### src/rtl/data_collector_pkg.sv
// Shared types and helpers for the data-collector capture controller.
package data_collector_pkg;

    typedef enum logic [1:0] {
        IDLE    = 2'd0,
        COLLECT = 2'd1,
        DRAIN   = 2'd2
    } ch_state_t;

    // Width of a channel index; a single channel still gets a 1-bit id.
    function automatic int id_width(input int nb_ch);
        return (nb_ch <= 1) ? 1 : $clog2(nb_ch);
    endfunction

    function automatic int fifo_addr_width(input int depth);
        return $clog2(depth);
    endfunction

endpackage

### src/rtl/collector_fifo.sv
// Per-channel synchronous first-word-fall-through FIFO; writes while full are discarded.
module collector_fifo
    import data_collector_pkg::*;
#(
    parameter int DEPTH = 8,
    parameter int WIDTH = 32
) (
    input  logic             clk,
    input  logic             rst,
    input  logic             wr_en,
    input  logic [WIDTH-1:0] din,
    output logic             full,
    input  logic             rd_en,
    output logic [WIDTH-1:0] dout,
    output logic             empty
);

    localparam int AW = fifo_addr_width(DEPTH);

    logic [WIDTH-1:0] mem [DEPTH];
    logic [AW:0]      wr_ptr;
    logic [AW:0]      rd_ptr;

    // Extra pointer MSB distinguishes full from empty when the addresses match.
    assign empty = (wr_ptr == rd_ptr);
    assign full  = (wr_ptr[AW-1:0] == rd_ptr[AW-1:0]) && (wr_ptr[AW] != rd_ptr[AW]);
    assign dout  = mem[rd_ptr[AW-1:0]];

    always_ff @(posedge clk or posedge rst) begin
        if (rst) begin
            wr_ptr <= '0;
            rd_ptr <= '0;
        end else begin
            if (wr_en && !full)
                wr_ptr <= wr_ptr + (AW+1)'(1);
            if (rd_en && !empty)
                rd_ptr <= rd_ptr + (AW+1)'(1);
        end
    end

    always_ff @(posedge clk) begin
        if (wr_en && !full)
            mem[wr_ptr[AW-1:0]] <= din;
    end

endmodule

### src/rtl/data_collector_ctrl.sv
// Per-channel start/stop capture windows buffered in FIFOs, merged by a
// round-robin arbiter onto one tagged valid/ready stream.
module data_collector_ctrl
    import data_collector_pkg::*;
#(
    parameter int G_NB_COLLECTOR = 2,
    parameter int G_DATA_WIDTH   = 32,
    parameter int G_FIFO_DEPTH   = 8,
    parameter int G_CNT_WIDTH    = 16,
    localparam int IW = id_width(G_NB_COLLECTOR)
) (
    input  logic                                   clk,
    input  logic                                   rst,
    input  logic [G_NB_COLLECTOR-1:0]              i_start,
    input  logic [G_NB_COLLECTOR-1:0]              i_stop,
    input  logic [G_CNT_WIDTH-1:0]                 i_nb_samples,
    input  logic [G_NB_COLLECTOR-1:0]              i_valid,
    input  logic [G_NB_COLLECTOR*G_DATA_WIDTH-1:0] i_data,
    output logic                                   o_valid,
    output logic [G_DATA_WIDTH-1:0]                o_data,
    output logic [IW-1:0]                          o_id,
    input  logic                                   i_ready,
    output logic [G_NB_COLLECTOR-1:0]              o_busy,
    output logic [G_NB_COLLECTOR-1:0]              o_done,
    output logic [G_NB_COLLECTOR-1:0]              o_overflow
);

    localparam logic [G_CNT_WIDTH-1:0] CNT_ONE = G_CNT_WIDTH'(1);

    ch_state_t                 state [G_NB_COLLECTOR];
    logic [G_CNT_WIDTH-1:0]    count [G_NB_COLLECTOR];
    logic [G_CNT_WIDTH-1:0]    limit [G_NB_COLLECTOR];
    logic [G_DATA_WIDTH-1:0]   fifo_dout [G_NB_COLLECTOR];
    logic [G_NB_COLLECTOR-1:0] fifo_wr, fifo_rd, fifo_full, fifo_empty, holds_out;
    logic [IW-1:0]             rr_ptr, grant_idx, arb_idx;
    logic                      grant_any, load;

    for (genvar c = 0; c < G_NB_COLLECTOR; c++) begin : g_fifo
        collector_fifo #(
            .DEPTH(G_FIFO_DEPTH),
            .WIDTH(G_DATA_WIDTH)
        ) u_fifo (
            .clk  (clk),
            .rst  (rst),
            .wr_en(fifo_wr[c]),
            .din  (i_data[c*G_DATA_WIDTH +: G_DATA_WIDTH]),
            .full (fifo_full[c]),
            .rd_en(fifo_rd[c]),
            .dout (fifo_dout[c]),
            .empty(fifo_empty[c])
        );
    end

    assign load = !o_valid || i_ready;

    // Scan downward so the lowest offset from the RR pointer wins.
    always_comb begin
        grant_any = 1'b0;
        grant_idx = '0;
        arb_idx   = '0;
        for (int i = G_NB_COLLECTOR - 1; i >= 0; i--) begin
            arb_idx = IW'((int'(rr_ptr) + i) % G_NB_COLLECTOR);
            if (!fifo_empty[arb_idx]) begin
                grant_any = 1'b1;
                grant_idx = arb_idx;
            end
        end
    end

    always_comb begin
        fifo_wr   = '0;
        fifo_rd   = '0;
        holds_out = '0;
        for (int c = 0; c < G_NB_COLLECTOR; c++) begin
            fifo_wr[c]   = (state[c] == COLLECT) && i_valid[c];
            fifo_rd[c]   = load && grant_any && (grant_idx == IW'(c));
            holds_out[c] = o_valid && (o_id == IW'(c));
        end
    end

    always_ff @(posedge clk or posedge rst) begin
        if (rst) begin
            o_valid <= 1'b0;
            o_data  <= '0;
            o_id    <= '0;
            rr_ptr  <= '0;
        end else if (load) begin
            o_valid <= grant_any;
            if (grant_any) begin
                o_data <= fifo_dout[grant_idx];
                o_id   <= grant_idx;
                rr_ptr <= (grant_idx == IW'(G_NB_COLLECTOR - 1)) ? '0 : grant_idx + IW'(1);
            end
        end
    end

    always_ff @(posedge clk or posedge rst) begin
        if (rst) begin
            for (int c = 0; c < G_NB_COLLECTOR; c++) begin
                state[c] <= IDLE;
                count[c] <= '0;
                limit[c] <= '0;
            end
            o_busy     <= '0;
            o_done     <= '0;
            o_overflow <= '0;
        end else begin
            for (int c = 0; c < G_NB_COLLECTOR; c++) begin
                o_done[c] <= 1'b0;
                case (state[c])
                    IDLE: begin
                        if (i_start[c] && !i_stop[c]) begin
                            state[c]      <= COLLECT;
                            limit[c]      <= i_nb_samples;
                            count[c]      <= '0;
                            o_overflow[c] <= 1'b0;
                            o_busy[c]     <= 1'b1;
                        end
                    end
                    COLLECT: begin
                        // Dropped samples still count toward the limit; count saturates.
                        if (i_valid[c]) begin
                            if (count[c] != '1)
                                count[c] <= count[c] + CNT_ONE;
                            if (fifo_full[c])
                                o_overflow[c] <= 1'b1;
                        end
                        if (i_stop[c] || (i_valid[c] && (limit[c] != '0) &&
                                          ((count[c] + CNT_ONE) == limit[c])))
                            state[c] <= DRAIN;
                    end
                    DRAIN: begin
                        if (fifo_empty[c] && !holds_out[c]) begin
                            state[c]  <= IDLE;
                            o_busy[c] <= 1'b0;
                            o_done[c] <= 1'b1;
                        end
                    end
                    default: begin
                        state[c]  <= IDLE;
                        o_busy[c] <= 1'b0;
                    end
                endcase
            end
        end
    end

endmodule

### config.mk
export PLATFORM = sky130hd
export DESIGN_NAME = data_collector_ctrl
export DESIGN_NICKNAME = d
export VERILOG_FILES = /design/src/rtl/data_collector_pkg.sv /design/src/rtl/collector_fifo.sv /design/src/rtl/data_collector_ctrl.sv
export SDC_FILE = /design/constraint.sdc
export NUM_CORES = 1
export LEC_CHECK = 0
export ABC_AREA = 1
export BUFFER_PORTS_ARGS = -buffer_cell sky130_fd_sc_hd__buf_2
export CAP_MARGIN = 20
export CORE_MARGIN = 1
export CORE_UTILIZATION = 60
export CTS_BUF_LIST = sky130_fd_sc_hd__clkbuf_2
export CTS_CLUSTER_DIAMETER = 60
export DETAILED_ROUTE_END_ITERATION = 8
export HOLD_SLACK_MARGIN = 0.1
export PLACE_DENSITY = 0.79
export SYNTH_ARGS = -nofsm -noshare
export SYNTH_HDL_FRONTEND = slang
export SYNTH_SLANG_ARGS = --single-unit
### constraint.sdc
create_clock -name clk -period 9.7 [get_ports clk]
set_clock_uncertainty 0.1 [all_clocks]
set_input_delay 1.94 -clock clk [delete_from_list [all_inputs] [get_ports clk]]
set_output_delay 1.94 -clock clk [all_outputs]
set_load 0.02 [all_outputs]
Word-level counts from Yosys, hierarchy flattened
Memories as Yosys holds them, arrays and structs flattened.
Cells that the tools add are included.
{"block": "totals", "register_bits": 125, "mem_bits_rw": 512, "out_inout_bits": 40, "word_cells": 163, "n_memories": 2}
{"memory": "g_fifo[0].u_fifo.mem", "words": 8, "width": 32, "rd": 1, "rd_clocked_by_memory_dff": 0, "wr": 1, "line_no": "collector_fifo.sv:20", "rtl": "logic [WIDTH-1:0] mem [DEPTH];"}
{"memory": "g_fifo[1].u_fifo.mem", "words": 8, "width": 32, "rd": 1, "rd_clocked_by_memory_dff": 0, "wr": 1, "line_no": "collector_fifo.sv:20"}
{"block": "op_classes", "n_addsub": 8, "magnitude_cmp": 3, "eq_ne": 26, "n_mux": 50, "n_bitwise": 5, "n_reduce_logical": 50}
{"cell": "$mux W16", "count": 6}
{"cell": "$mux W32", "count": 3}
{"cell": "$pmux W16 S2", "count": 2}
{"cell": "$add A16 B1 Y16 const B", "count": 2}
{"cell": "$eq A16 B16 Y1", "count": 2}
{"cell": "$ne A16 B16 Y1 const B", "count": 2}
{"cell": "$reduce_bool A16 Y1", "count": 2}
{"cell": "$mux W1", "count": 27}
{"cell": "$logic_and A1 B1 Y1", "count": 21}
{"cell": "$add A4 B1 Y4 const B", "count": 4}
{"cell": "$reduce_and A4 Y1", "count": 4}
{"cell": "$mux W2", "count": 6}
{"cell": "$ne A2 B1 Y1 const B", "count": 6}
{"cell": "$ne A2 B2 Y1 const B", "count": 6}
{"cell": "$pmux W2 S3", "count": 2}
{"cell": "$reduce_and A3 Y1", "count": 4}
{"cell": "$logic_not A1 Y1", "count": 9}
{"cell": "$eq A4 B4 Y1", "count": 2}
{"cell": "$eq A3 B3 Y1", "count": 2}
{"cell": "$pmux W1 S3", "count": 2}
{"cell": "$reduce_and A2 Y1", "count": 3}
{"cell": "$eq A2 B1 Y1 const B", "count": 2}
{"cell": "$eq A2 B2 Y1 const B", "count": 2}
{"cell": "$logic_not A2 Y1", "count": 2}
{"cell": "other kinds (9)", "count": 19}

Depth between registers and ports, before layout
{"block": "logic_depth", "word_depth": 9, "depth_mapped": 16, "depth_no_buf": 16}

Modules after synthesis
From an unflattened synthesis, not the netlist that was laid out.
{"block": "unflattened", "hier_cells": 2437, "area_unflattened_um2": 27062.2}
{"module": "collector_fifo", "instances": 2, "cells_each": 810, "area_per_inst_um2": 10556.4, "seq_area_each_um2": 7887.6}
{"module": "data_collector_ctrl", "instances": 1, "cells_each": 817, "area_per_inst_um2": 5949.5, "seq_area_each_um2": 2727.6}

Worst setup path after synthesis
No wires, ideal clock.
{"block": "synth_timing", "kind": "input-to-reg", "start": "input port i_valid[1]", "end": "memory g_fifo[1].u_fifo.mem[6][0] (enable)", "arrival_time_ns": 4.683, "path_slack_ns": 4.456, "path_stages": 5, "path_buffers": 0, "path_cell_list": "inv_1 > nor2_1 > nand2_1 > or2_2 > nor3_1"}
{"block": "synth_between", "elab_chain_len": 4}
{"item": "start: declaration", "line_no": "data_collector_ctrl.sv:17", "rtl": "input logic [G_NB_COLLECTOR-1:0] i_valid,"}
{"item": "$logic_and A1 B1 Y1", "line_no": "data_collector_ctrl.sv:75", "rtl": "fifo_wr[c] = (state[c] == COLLECT) && i_valid[c];"}
{"item": "$logic_and A1 B1 Y1", "line_no": "collector_fifo.sv:42", "rtl": "if (wr_en && !full)"}
{"item": "$mux W1", "line_no": "collector_fifo.sv:42"}
{"item": "$mux W1 (not written as such)", "line_no": "collector_fifo.sv:43", "rtl": "mem[wr_ptr[AW-1:0]] <= din;"}
{"item": "end: declaration", "line_no": "collector_fifo.sv:20"}
Every way passes these cells.

Worst setup path after layout
{"block": "layout_timing", "start": "register o_data[12]", "end": "output port o_data[12]"}
{"item": "start: declaration", "line_no": "data_collector_ctrl.sv:20", "rtl": "output logic [G_DATA_WIDTH-1:0] o_data,"}
{"item": "start signal: assignment", "line_no": "data_collector_ctrl.sv:90", "rtl": "o_data <= fifo_dout[grant_idx];"}
No word-level cell between the ends.

==> qor.yml <==
detailed_routing:
  vias: 18779
  vias_per_cell: 5.801
  drt_iter0_markers: 2084
  routed_wirelength_mm: 62.82
  drc_errors: 0
  dr.pass1.iters: 6
  ant_nets: 0
  wl_per_cell_um: 19.41
worst_setup_path:
  critical-path-top-delay-family: "flip-flops"
  reg2reg_from: "g_fifo[0].u_fifo.rd_ptr[0]"
  required_ps: 7660
  slowest_stage: "dfrtp_1"
  cp.arrival_ps: 1930
  worstSetupStartpointType: "flop"
  cp-end-kind: "output pin"
  r2r_setup_slack_ps: 6060
  r2r_end: "g_fifo[0].u_fifo.mem[3][27]"
  critical_path_class: "reg -> out"
  cp-startpoint: "o_data[12]"
  r2r_cells: 9
  crit_chain: "buf_2"
  worst-path-buf-inv: 1
  critPathMaxStageDelay_ps: 460
  cp_max_fo: 2
sta:
  tightest_slew_ps: 1127
  holdWs_ps: 396.3
  hold_viol_final: 0
  setup_viol: 0
  fin_ws_ps: 5732
  fin_tns_setup_ps: 0
  min_period_ps: 3968
  slew_viol_final: 0
  relSlewSlack_pct: 24.69
  fmax_mhz: 252.0
  min_period_over_period_pct: 40.91
  rsz0062_at_grt: "no"
synth:
  yosys_warnings: 0
  synth_top_family_by_area: "simple AND/OR/NAND/NOR gates"
  synth_seq_cells: 637
  yosys.area.top_type: "edfxtp_1"
  synth-adder-area-share_pct: 0.2853
  ys_seq_area_share_pct: 70.32
  synth_compound_area_share_pct: 10.04
  muxShareOfSynthArea_pct: 0.1284
  ys_types: 40
  syn_inst: 2333
  synth_xor_area_share_pct: 1.170
  syn-num-nets: 2428
  synth_edf_count: 512
  yosys_most_used_dff: "edfxtp_1"
  synthTopCellsByCount: "edfxtp_1 (512), nand2_1 (495), nor2_1 (347)"
  yosys-top-cells-area: "edfxtp_1 (58%), dfrtp_1 (12%), nand2_1 (7.1%)"
  synth_simple_gate_area_share_pct: 14.76
  avgSynthCellArea_um2: 11.28
  synth_top_area_share_pct: 58.43
  synth_area_um2: 26310
  yosysMostFrequentCell: "edfxtp_1"
  ys_async_sr_fraction_pct: 19.62
cts:
  cts.repair.resized: 0
  h-tree-depth: 4
  cts_tree: "done"
  root_buffer: "clkbuf_2"
  clk_latency_ps: 1260
  cts_made_buffers: 158
  postCtsHoldBufs: 0
  cts_setup_buffers: 0
  clkSinkCount: 637
  clock_path_buffers: 3
  path_clk_slew_ps: 100
power_and_ir_drop:
  sequentialPowerShare_pct: 43.6
  power_switching_mw: 3.208
  switching_share_pct: 40.18
  p_total_mw: 7.985
  power_frac_comb_pct: 33.4
  p_clk_share_pct: 22.9
  power_density_nw_per_um2: 273.6
  vdd_drop_max_mv: 0.1843
  p_leak_nw: 11.15
  intPower_mw: 4.777
grt:
  grt-ovfl-total: 0
  grt_usage_pct: 28.46
  antenna_found_initial: 8
  grt_pass1_wl_mm: 96.38
  grt_pass1_vias: 18494
  grt_start_max_net_pins: 91
finish:
  synthToLayoutAreaGrowth_pct: 10.93
  n_fill_cell: 3093
  drive_gt1_share_pct: 17.54
  final_nets: 2624
status:
  status: "finished clean"
place:
  hpwl_mm: 37.01
  place.gp.congestion: 0.9010
  port_buffers: 128
  pre_cts_slack_ps: 5303
run:
  drv_cap: 0
floorplan:
  fp.coreArea_um2: 43170
  ios: 129
  chipWidth_um: 211.4
  die-height_um: 211.4
  start_util_pct: 60.95
  die_area_um2: 44700
  placementRows: 76
hold_path:
  worstHoldStart: "g_fifo[1].u_fifo.rd_ptr[3]"
  min_path_cells: 1
  hold_path_class: "reg -> reg"
  hold_path_end: "g_fifo[1].u_fifo.rd_ptr[3]"
-- final cells by class --
cell class,count,area [um2],share of cell area (%)
flip-flops and latches,637,18510,63.42
clock buffers,228,1141,3.909
repair buffers,156,1016,3.481
diodes,6,15.01,0.05144
clock inverters,49,347.8,1.192
inverters,95,360.3,1.235
well taps,585,732.0,2.508
multi-input cells,1481,7064,24.20
-- routing by layer --
layer | part of all wire [%] | GRT usage, % | vias to the layer above
met5 | 0.040 | 0 | -
met2 | 49 | 44.50 | 958
met1 | 38 | 36.42 | 9051
met4 | 3.2 | 16.39 | 4
li1 | - | - | 8648
met3 | 9.6 | 7.135 | 118
-- through the flow --
step                      utilization (%)  std cells  cell area, um2
after floorplan                         -       2333           26310
after global placement              63.59       2945           27450
after detailed placement            63.72       2947           27510
after CTS                           67.17       3224           29000
after global routing                67.61       3236           29190
final                               67.61       3237           29190
-- worst max path at each step --
stage / slack [ps] / to / depth (start not counted)
global route: 5540 / o_data[28] / 1
floorplan: 4330 / count[0] / 1
detailed placement: 5300 / g_fifo[1].u_fifo.mem[7][20] / 8
global placement: 5380 / g_fifo[1].u_fifo.mem[7][16] / 8
finish: 5730 / o_data[12] / 1
CTS: 5570 / o_data[28] / 1
-- power groups by stage --
stage          sequential [mW]  clock, mW  combinational, mW
2_1_floorplan             3.51          0               1.77
3_3_place_gp              3.52          0               2.53
3_5_place_dp              3.53          0               2.62
4_1_cts                   3.47       1.86               2.63
5_1_grt                   3.51       2.00               2.93
6_report                  3.48       1.83               2.67
-- flip-flops by register name (all words and copies together) (netlist names) --
register,flops
count,32
g_fifo.u_fifo.mem,512
g_fifo.u_fifo.rd_ptr,8
g_fifo.u_fifo.wr_ptr,8
limit,32
o_busy,2
o_data,32
o_done,2
o_id,1
o_overflow,2
o_valid,1
rr_ptr,1
state,4
-- placed cells by master, fill, tap and decap left out, types with 3 or more instances in the layout --
master,netlist,final
nor2_2,5,7
o22ai_1,141,141
buf_2,12,128
bufinv_16,0,5
nand3_1,85,85
nor2_4,2,16
diode_2,0,6
a21oi_1,11,11
nand2_1,495,495
inv_1,90,88
clkbuf_2,0,228
o22ai_2,10,10
xnor2_1,3,3
buf_4,4,19
clkinv_2,0,4
nand4_1,12,12
inv_2,5,8
o21ai_0,300,300
or2_2,4,4
xor2_1,27,27
mux2_2,3,3
dfrtp_1,125,121
edfxtp_1,512,512
ha_1,6,6
nand3b_1,5,5
nor2_1,347,331
clkinv_1,0,31
clkinvlp_4,0,5
buf_16,0,7
nand2_2,3,3
o21bai_1,3,3
-- kinds of logic after synthesis --
logic type / Yosys count
adder cells (fa/ha/maj): 6
flip-flops: 637
AO/OA/AOI/OAI: 473
XOR/XNOR: 32
multiplexers: 3
AND/OR/NAND/NOR: 967
buffers and inverters: 215
No activity file was read; power rests on OpenSTA's default activity.
